[config.mk]
export PLATFORM = sky130hd
export DESIGN_NAME = timer_scheduler
export DESIGN_NICKNAME = d
export VERILOG_FILES = /design/src/rtl/timer_pkg.sv /design/src/rtl/timer_channel.sv /design/src/rtl/timer_scheduler.sv
export SDC_FILE = /design/constraint.sdc
export NUM_CORES = 1
export LEC_CHECK = 0
export BUFFER_PORTS_ARGS = -buffer_cell sky130_fd_sc_hd__clkbuf_2
export CORE_MARGIN = 1
export CORE_UTILIZATION = 63
export DETAILED_ROUTE_END_ITERATION = 8
export GPL_TIMING_DRIVEN = 1
export PLACE_DENSITY = 0.81
export SLEW_MARGIN = 20
export SYNTH_ARGS = -nofsm -noshare
export SYNTH_HDL_FRONTEND = slang
export SYNTH_SLANG_ARGS = --single-unit
export TNS_END_PERCENT = 100
[constraint.sdc]
create_clock -name clk -period 4.65 [get_ports clk]
set_input_delay 0.6975 -clock clk [delete_from_list [all_inputs] [get_ports clk]]
set_output_delay 0.6975 -clock clk [all_outputs]
set_load 0.01 [all_outputs]
[src/rtl/timer_pkg.sv]
// Shared types and defaults for the timer scheduler and its channels.
package timer_pkg;

  localparam int unsigned DEF_NUM_CH = 4;
  localparam int unsigned DEF_CH_W   = 2;
  localparam int unsigned DEF_PRE_W  = 16;
  localparam int unsigned DEF_PER_W  = 32;

  typedef enum logic [1:0] {
    CH_IDLE = 2'd0,
    CH_RUN  = 2'd1,
    CH_DONE = 2'd2
  } ch_state_e;

  localparam logic MODE_PERIODIC = 1'b0;
  localparam logic MODE_ONESHOT  = 1'b1;

endpackage

[src/rtl/timer_channel.sv]
// One timer channel: counts prescaled strobes up to its period and pulses tick on wrap.
module timer_channel
  import timer_pkg::*;
#(
  parameter int unsigned PER_W = DEF_PER_W
) (
  input  logic             clk,
  input  logic             reset,
  input  logic             pre_stb,
  input  logic             wr,
  input  logic             en,
  input  logic             oneshot,
  input  logic [PER_W-1:0] period,
  output logic             expire_c,
  output logic             tick,
  output logic             busy,
  output logic             done
);

  ch_state_e        state, state_nxt;
  logic [PER_W-1:0] cnt, cnt_nxt;
  logic [PER_W-1:0] per_q, per_nxt;
  logic             one_q, one_nxt;

  // Next-state: a config write always wins over an expiry in the same cycle.
  always_comb begin
    state_nxt = state;
    cnt_nxt   = cnt;
    per_nxt   = per_q;
    one_nxt   = one_q;
    expire_c  = 1'b0;
    if (wr) begin
      cnt_nxt = '0;
      if (en && (period != '0)) begin
        state_nxt = CH_RUN;
        per_nxt   = period;
        one_nxt   = oneshot;
      end else begin
        state_nxt = CH_IDLE;
      end
    end else if ((state == CH_RUN) && pre_stb) begin
      if (cnt == (per_q - PER_W'(1))) begin
        cnt_nxt  = '0;
        expire_c = 1'b1;
        if (one_q == MODE_ONESHOT) begin
          state_nxt = CH_DONE;
        end
      end else begin
        cnt_nxt = cnt + PER_W'(1);
      end
    end
  end

  // State, counters and registered status outputs.
  always_ff @(posedge clk or negedge reset) begin
    if (!reset) begin
      state <= CH_IDLE;
      cnt   <= '0;
      per_q <= '0;
      one_q <= MODE_PERIODIC;
      tick  <= 1'b0;
      busy  <= 1'b0;
      done  <= 1'b0;
    end else begin
      state <= state_nxt;
      cnt   <= cnt_nxt;
      per_q <= per_nxt;
      one_q <= one_nxt;
      tick  <= expire_c;
      busy  <= (state_nxt == CH_RUN);
      done  <= (state_nxt == CH_DONE);
    end
  end

endmodule

[src/rtl/timer_scheduler.sv]
// Shared prescaler feeding NUM_CH timer channels, with sticky pending flags and masked irq.
module timer_scheduler
  import timer_pkg::*;
#(
  parameter int unsigned NUM_CH = DEF_NUM_CH,
  parameter int unsigned CH_W   = DEF_CH_W,
  parameter int unsigned PRE_W  = DEF_PRE_W,
  parameter int unsigned PER_W  = DEF_PER_W
) (
  input  logic              clk,
  input  logic              reset,
  input  logic [PRE_W-1:0]  prescale,
  input  logic              cfg_we,
  input  logic [CH_W-1:0]   cfg_ch,
  input  logic              cfg_en,
  input  logic              cfg_oneshot,
  input  logic [PER_W-1:0]  cfg_period,
  input  logic [NUM_CH-1:0] irq_ack,
  input  logic [NUM_CH-1:0] irq_mask,
  output logic [NUM_CH-1:0] tick,
  output logic [NUM_CH-1:0] busy,
  output logic [NUM_CH-1:0] done,
  output logic [NUM_CH-1:0] pending,
  output logic              irq
);

  logic [PRE_W-1:0]  pre_cnt, pre_nxt;
  logic              pre_stb_c;
  logic [NUM_CH-1:0] wr_c;
  logic [NUM_CH-1:0] expire_c;
  logic [NUM_CH-1:0] pending_nxt;

  // Prescaler: strobe on terminal count; an out-of-range count (after prescale shrinks) resets silently.
  always_comb begin
    pre_stb_c = (prescale < PRE_W'(2)) || (pre_cnt == (prescale - PRE_W'(1)));
    pre_nxt   = pre_cnt + PRE_W'(1);
    if (pre_stb_c || (pre_cnt >= prescale)) begin
      pre_nxt = '0;
    end
  end

  // Write decode and channel array; out-of-range channel selects match no instance.
  for (genvar g = 0; g < NUM_CH; g++) begin : g_ch
    assign wr_c[g] = cfg_we && (cfg_ch == CH_W'(g));

    timer_channel #(
      .PER_W (PER_W)
    ) u_ch (
      .clk      (clk),
      .reset    (reset),
      .pre_stb  (pre_stb_c),
      .wr       (wr_c[g]),
      .en       (cfg_en),
      .oneshot  (cfg_oneshot),
      .period   (cfg_period),
      .expire_c (expire_c[g]),
      .tick     (tick[g]),
      .busy     (busy[g]),
      .done     (done[g])
    );
  end

  // Pending: set by the expiry and held through the tick cycle so a same-cycle ack loses.
  always_comb begin
    pending_nxt = (pending & ~irq_ack) | expire_c | tick;
  end

  // Prescaler, pending and irq registers.
  always_ff @(posedge clk or negedge reset) begin
    if (!reset) begin
      pre_cnt <= '0;
      pending <= '0;
      irq     <= 1'b0;
    end else begin
      pre_cnt <= pre_nxt;
      pending <= pending_nxt;
      irq     <= |(pending & irq_mask);
    end
  end

endmodule

==> metrics.txt <==
# TYPE chip_impl_metric gauge
chip_impl_metric{name="drc",unit=""} 0
chip_impl_metric{name="route.detailed.wl_per_inst",unit="um"} 20.7
chip_impl_info{name="leading_cell_type_in_the_layout_fill_and_taps_excluded",value="sky130_fd_sc_hd__dfrtp_1"} 1
chip_impl_metric{name="cellLeakagePower",unit="nW"} 9.15
chip_impl_info{name="worst_hold_path_type",value="in2async"} 1
chip_impl_metric{name="skew",unit="ns"} 0.0344
chip_impl_metric{name="synthesis.area",unit="um2"} 20500
chip_impl_metric{name="report.final.hold_viol_count",unit=""} 0
chip_impl_metric{name="grt_overall_usage",unit="%"} 33.9
chip_impl_metric{name="hpwlAfterDp",unit="mm"} 40.7
chip_impl_info{name="synth_largest_area_cell",value="sky130_fd_sc_hd__dfrtp_1"} 1
chip_impl_info{name="synth.top_cells.by_area",value="sky130_fd_sc_hd__dfrtp_1 (37%), sky130_fd_sc_hd__mux2_2 (7.2%), sky130_fd_sc_hd__xnor2_1 (6.8%)"} 1
chip_impl_metric{name="clock_tree.htree_level_count",unit=""} 2
chip_impl_metric{name="finalNonFillerCells",unit=""} 2725
chip_impl_metric{name="cts_hold_repair.buffers",unit=""} 0
chip_impl_metric{name="cts_post_setup_buffers_inserted",unit=""} 0
chip_impl_info{name="r2r-start",value="g_ch[1].u_ch.per_q[0]"} 1
chip_impl_metric{name="seq_area",unit="um2"} 7530
chip_impl_metric{name="firstDrtPassIters",unit=""} 5
chip_impl_metric{name="clockBufferDepth",unit=""} 3
chip_impl_metric{name="post-route-period-util",unit="%"} 87.8
chip_impl_metric{name="pwr_density_cell",unit="nW/um2"} 359
chip_impl_metric{name="ys_ff_latch",unit=""} 301
chip_impl_info{name="crit_type",value="reg2reg"} 1
chip_impl_metric{name="antenna_cells",unit=""} 0
chip_impl_metric{name="async_flop_share",unit="%"} 100
chip_impl_metric{name="route.antenna.remaining_nets",unit=""} 0
chip_impl_metric{name="irDropWorstVdd",unit="mV"} 0.252
chip_impl_metric{name="timing.slew.headroom",unit="%"} 27.9
chip_impl_metric{name="routed_via_count",unit=""} 18200
chip_impl_info{name="crit_slowest_cell",value="sky130_fd_sc_hd__nand2_1"} 1
chip_impl_metric{name="antenna_found_initial",unit=""} 1
chip_impl_metric{name="yosysTopAreaCellShare",unit="%"} 36.8
chip_impl_metric{name="grt_max_degree",unit=""} 112
chip_impl_info{name="synth_flop_cell",value="sky130_fd_sc_hd__dfrtp_1"} 1
chip_impl_metric{name="number_of_fill_cells_in_the_layout",unit=""} 2453
chip_impl_metric{name="first_global_vias",unit=""} 17500
chip_impl_metric{name="drive_above_1_share",unit="%"} 15.2
chip_impl_info{name="outcome",value="completed"} 1
chip_impl_metric{name="congestion_overflow_gr",unit=""} 0
chip_impl_metric{name="place_congestion",unit=""} 0.945
chip_impl_metric{name="initial_utilization",unit="%"} 64.4
chip_impl_metric{name="die_area",unit="um2"} 33200
chip_impl_metric{name="io_buffer_count",unit=""} 79
chip_impl_metric{name="ys.warnings.count",unit=""} 0
chip_impl_metric{name="synthDistinctLibCells",unit=""} 95
chip_impl_metric{name="wirelength",unit="mm"} 56.3
chip_impl_metric{name="postSynthCellCount",unit=""} 2258
chip_impl_metric{name="grt_pass1_wl",unit="mm"} 90.7
chip_impl_info{name="r2r_end",value="g_ch[1].u_ch.cnt[0]"} 1
chip_impl_metric{name="fin_tns_setup",unit="ns"} 0
chip_impl_metric{name="cell_rows",unit=""} 65
chip_impl_metric{name="setup_slack",unit="ns"} 0.568
chip_impl_metric{name="clk_pin_slew_worst_paths",unit="ns"} 0.06
chip_impl_metric{name="worstPathRequired",unit="ns"} 5.03
chip_impl_metric{name="synth_seq_area_share",unit="%"} 36.8
chip_impl_metric{name="cts_repair_resize_count",unit=""} 0
chip_impl_metric{name="clock_latency_reported_for_the_late_side_of_the_worst_skew_pair",unit="ns"} 0.52
chip_impl_info{name="critical_path.endpoint_type",value="flip-flop"} 1
chip_impl_metric{name="design.final.nets",unit=""} 2356
chip_impl_metric{name="coreArea",unit="um2"} 31800
chip_impl_metric{name="crit_path_max_fanout",unit=""} 21
chip_impl_metric{name="post_synth.cell_area_avg",unit="um2"} 9.07
chip_impl_metric{name="r2r_slack",unit="ns"} 0.57
chip_impl_metric{name="cts_inserted_buffers",unit=""} 34
chip_impl_metric{name="tightestPinTransition",unit="ns"} 1.08
chip_impl_metric{name="drt_iter0_drc",unit=""} 1463
chip_impl_metric{name="layout-area-overhead-vs-synth",unit="%"} 8.56
chip_impl_metric{name="ios",unit=""} 80
chip_impl_metric{name="vias_per_cell",unit=""} 6.67
chip_impl_metric{name="multi_input_area",unit="um2"} 12000
chip_impl_metric{name="pre_cts_ws",unit="ns"} 0.417
chip_impl_metric{name="timing.critical_path.arrival",unit="ns"} 4.46
chip_impl_metric{name="synth_nets",unit=""} 2347
chip_impl_metric{name="drv.max_cap_violation_count",unit=""} 0
chip_impl_metric{name="timing.critical_path.slowest_cell_delay",unit="ns"} 0.61
chip_impl_metric{name="reg2reg_depth",unit=""} 12
chip_impl_info{name="layout.cells.most_common_list",value="sky130_fd_sc_hd__dfrtp_1 (301), sky130_fd_sc_hd__nor2_1 (171), sky130_fd_sc_hd__xnor2_1 (160)"} 1
chip_impl_info{name="worst_setup_path_start_kind",value="flip-flop"} 1
chip_impl_info{name="clock-root-buffer",value="sky130_fd_sc_hd__clkbuf_16"} 1
chip_impl_metric{name="final_max_slew_violation_count",unit=""} 0
chip_impl_metric{name="final_util",unit="%"} 69.9
chip_impl_info{name="worstPathCellList",value="inv_1 -> ha_1 -> or4b_1 -> or4_1 -> o31a_1 -> o32ai_1 -> a31oi_1 -> a2111oi_2 -> nand2_2 -> nand2_1 -> buf_4 -> o21ai_1"} 1
chip_impl_metric{name="numPlacedInstances",unit=""} 2666
chip_impl_metric{name="fp.dieW",unit="um"} 182
chip_impl_info{name="tritoncts_clock_tree",value="yes"} 1
chip_impl_metric{name="cts_sinks",unit=""} 301
chip_impl_metric{name="fp.dieH",unit="um"} 182
chip_impl_metric{name="fmaxAchievable",unit="MHz"} 245
chip_impl_metric{name="number_of_enable_type_register_cells_in_the_synthesized_netlist",unit=""} 0
chip_impl_metric{name="finalWorstPathRequiredPeriod",unit="ns"} 4.08
chip_impl_metric{name="setup-violations-final",unit=""} 0
chip_impl_info{name="grt_setup_unrepaired",value="false"} 1
-- worst max-delay path: cells and delay by family, from the launching register on --
kind	cells	cell delay [ns]
and+or+nand+nor	4	1.82
AOI/OAI and AO/OA	5	1.13
DFF	1	0.45
buffers and inverters	2	0.32
adders and majority gates	1	0.23
-- where the power goes --
group | internal [W] | switching (W)
registers | 0.00291 | 0.000505
clock network | 0.00171 | 0.00109
logic | 0.000831 | 0.000930
total | 0.00546 | 0.00252
-- per-layer routing --
layer	GRT usage, %	vias to the layer above	routed length (um)
li1	-	8328	-
met1	45.1	8916	23600
met2	55.6	775	26300
met3	5.79	147	4510
met4	12.6	0	1920
met5	0	-	0
-- kinds of logic after synthesis --
kind of cell | synth area share, %
muxes | 7.69
adders and majority gates | 1.64
xor gates and xnor gates | 10.3
buffers and inverters | 4.43
and+or+nand+nor | 25.6
AOI/OAI and AO/OA | 13.5
DFF | 36.8
-- cells in the mapped netlist, types with 21 or more instances --
library cell,instances
sky130_fd_sc_hd__xnor2_1,160
sky130_fd_sc_hd__nand2b_1,25
sky130_fd_sc_hd__nand4_1,68
sky130_fd_sc_hd__nor3_1,98
sky130_fd_sc_hd__dfrtp_1,301
sky130_fd_sc_hd__o31ai_1,43
sky130_fd_sc_hd__or3_1,40
sky130_fd_sc_hd__xor2_1,73
sky130_fd_sc_hd__inv_1,67
sky130_fd_sc_hd__nand2_1,155
sky130_fd_sc_hd__o21ai_1,26
sky130_fd_sc_hd__nand3_1,88
sky130_fd_sc_hd__o21ai_0,55
sky130_fd_sc_hd__ha_1,26
sky130_fd_sc_hd__mux2_2,131
sky130_fd_sc_hd__or4_1,28
sky130_fd_sc_hd__and3_1,64
sky130_fd_sc_hd__a31oi_1,22
sky130_fd_sc_hd__a21oi_1,39
sky130_fd_sc_hd__buf_2,21
sky130_fd_sc_hd__nor2_1,171
sky130_fd_sc_hd__a22oi_1,43
sky130_fd_sc_hd__clkbuf_1,83
sky130_fd_sc_hd__nor4_1,67
sky130_fd_sc_hd__a22o_1,23
sky130_fd_sc_hd__nor2b_1,31
-- worst max path at each step --
stage	slack (ns)	start	end	cells past startpoint
final	0.57	g_ch[1].u_ch.per_q[0]	g_ch[1].u_ch.cnt[0]	12
after global routing	0.38	g_ch[1].u_ch.per_q[0]	g_ch[1].u_ch.cnt[0]	12
after CTS	0.61	g_ch[1].u_ch.per_q[0]	g_ch[1].u_ch.cnt[0]	12
after detailed placement	0.42	prescale[10]	g_ch[1].u_ch.cnt[11]	10
after global placement	0.50	prescale[10]	g_ch[1].u_ch.cnt[26]	10
after floorplan	1.22	prescale[11]	g_ch[2].u_ch.cnt[15]	10
-- sequential cells by signal (all words and copies together) (netlist names) --
name and flops:
pre_cnt 16, pending 4, g_ch.u_ch.state 8, g_ch.u_ch.tick 4, g_ch.u_ch.done 4, irq 1, g_ch.u_ch.per_q 128, g_ch.u_ch.busy 4
g_ch.u_ch.cnt 128, g_ch.u_ch.one_q 4
-- layout make-up --
cell class / instances / share of cell area [%]
multi-input cells: 1751 / 54.2
flip-flops and latches: 301 / 33.9
clock buffers: 50 / 4.51
repair buffers: 112 / 3.16
well taps: 435 / 2.45
inverters: 67 / 1.13
clock inverters: 9 / 0.681
-- stage by stage --
step                area [um2]  power [W]  hold WS [ns]
finish                   22200    0.00798         0.250
global placement         21100    0.00507         0.461
detailed placement       21100    0.00517         0.466
global route             22200    0.00834         0.333
floorplan                20500    0.00466         0.402
CTS                      22200    0.00797         0.312
Power figures use the tool's default switching activity.
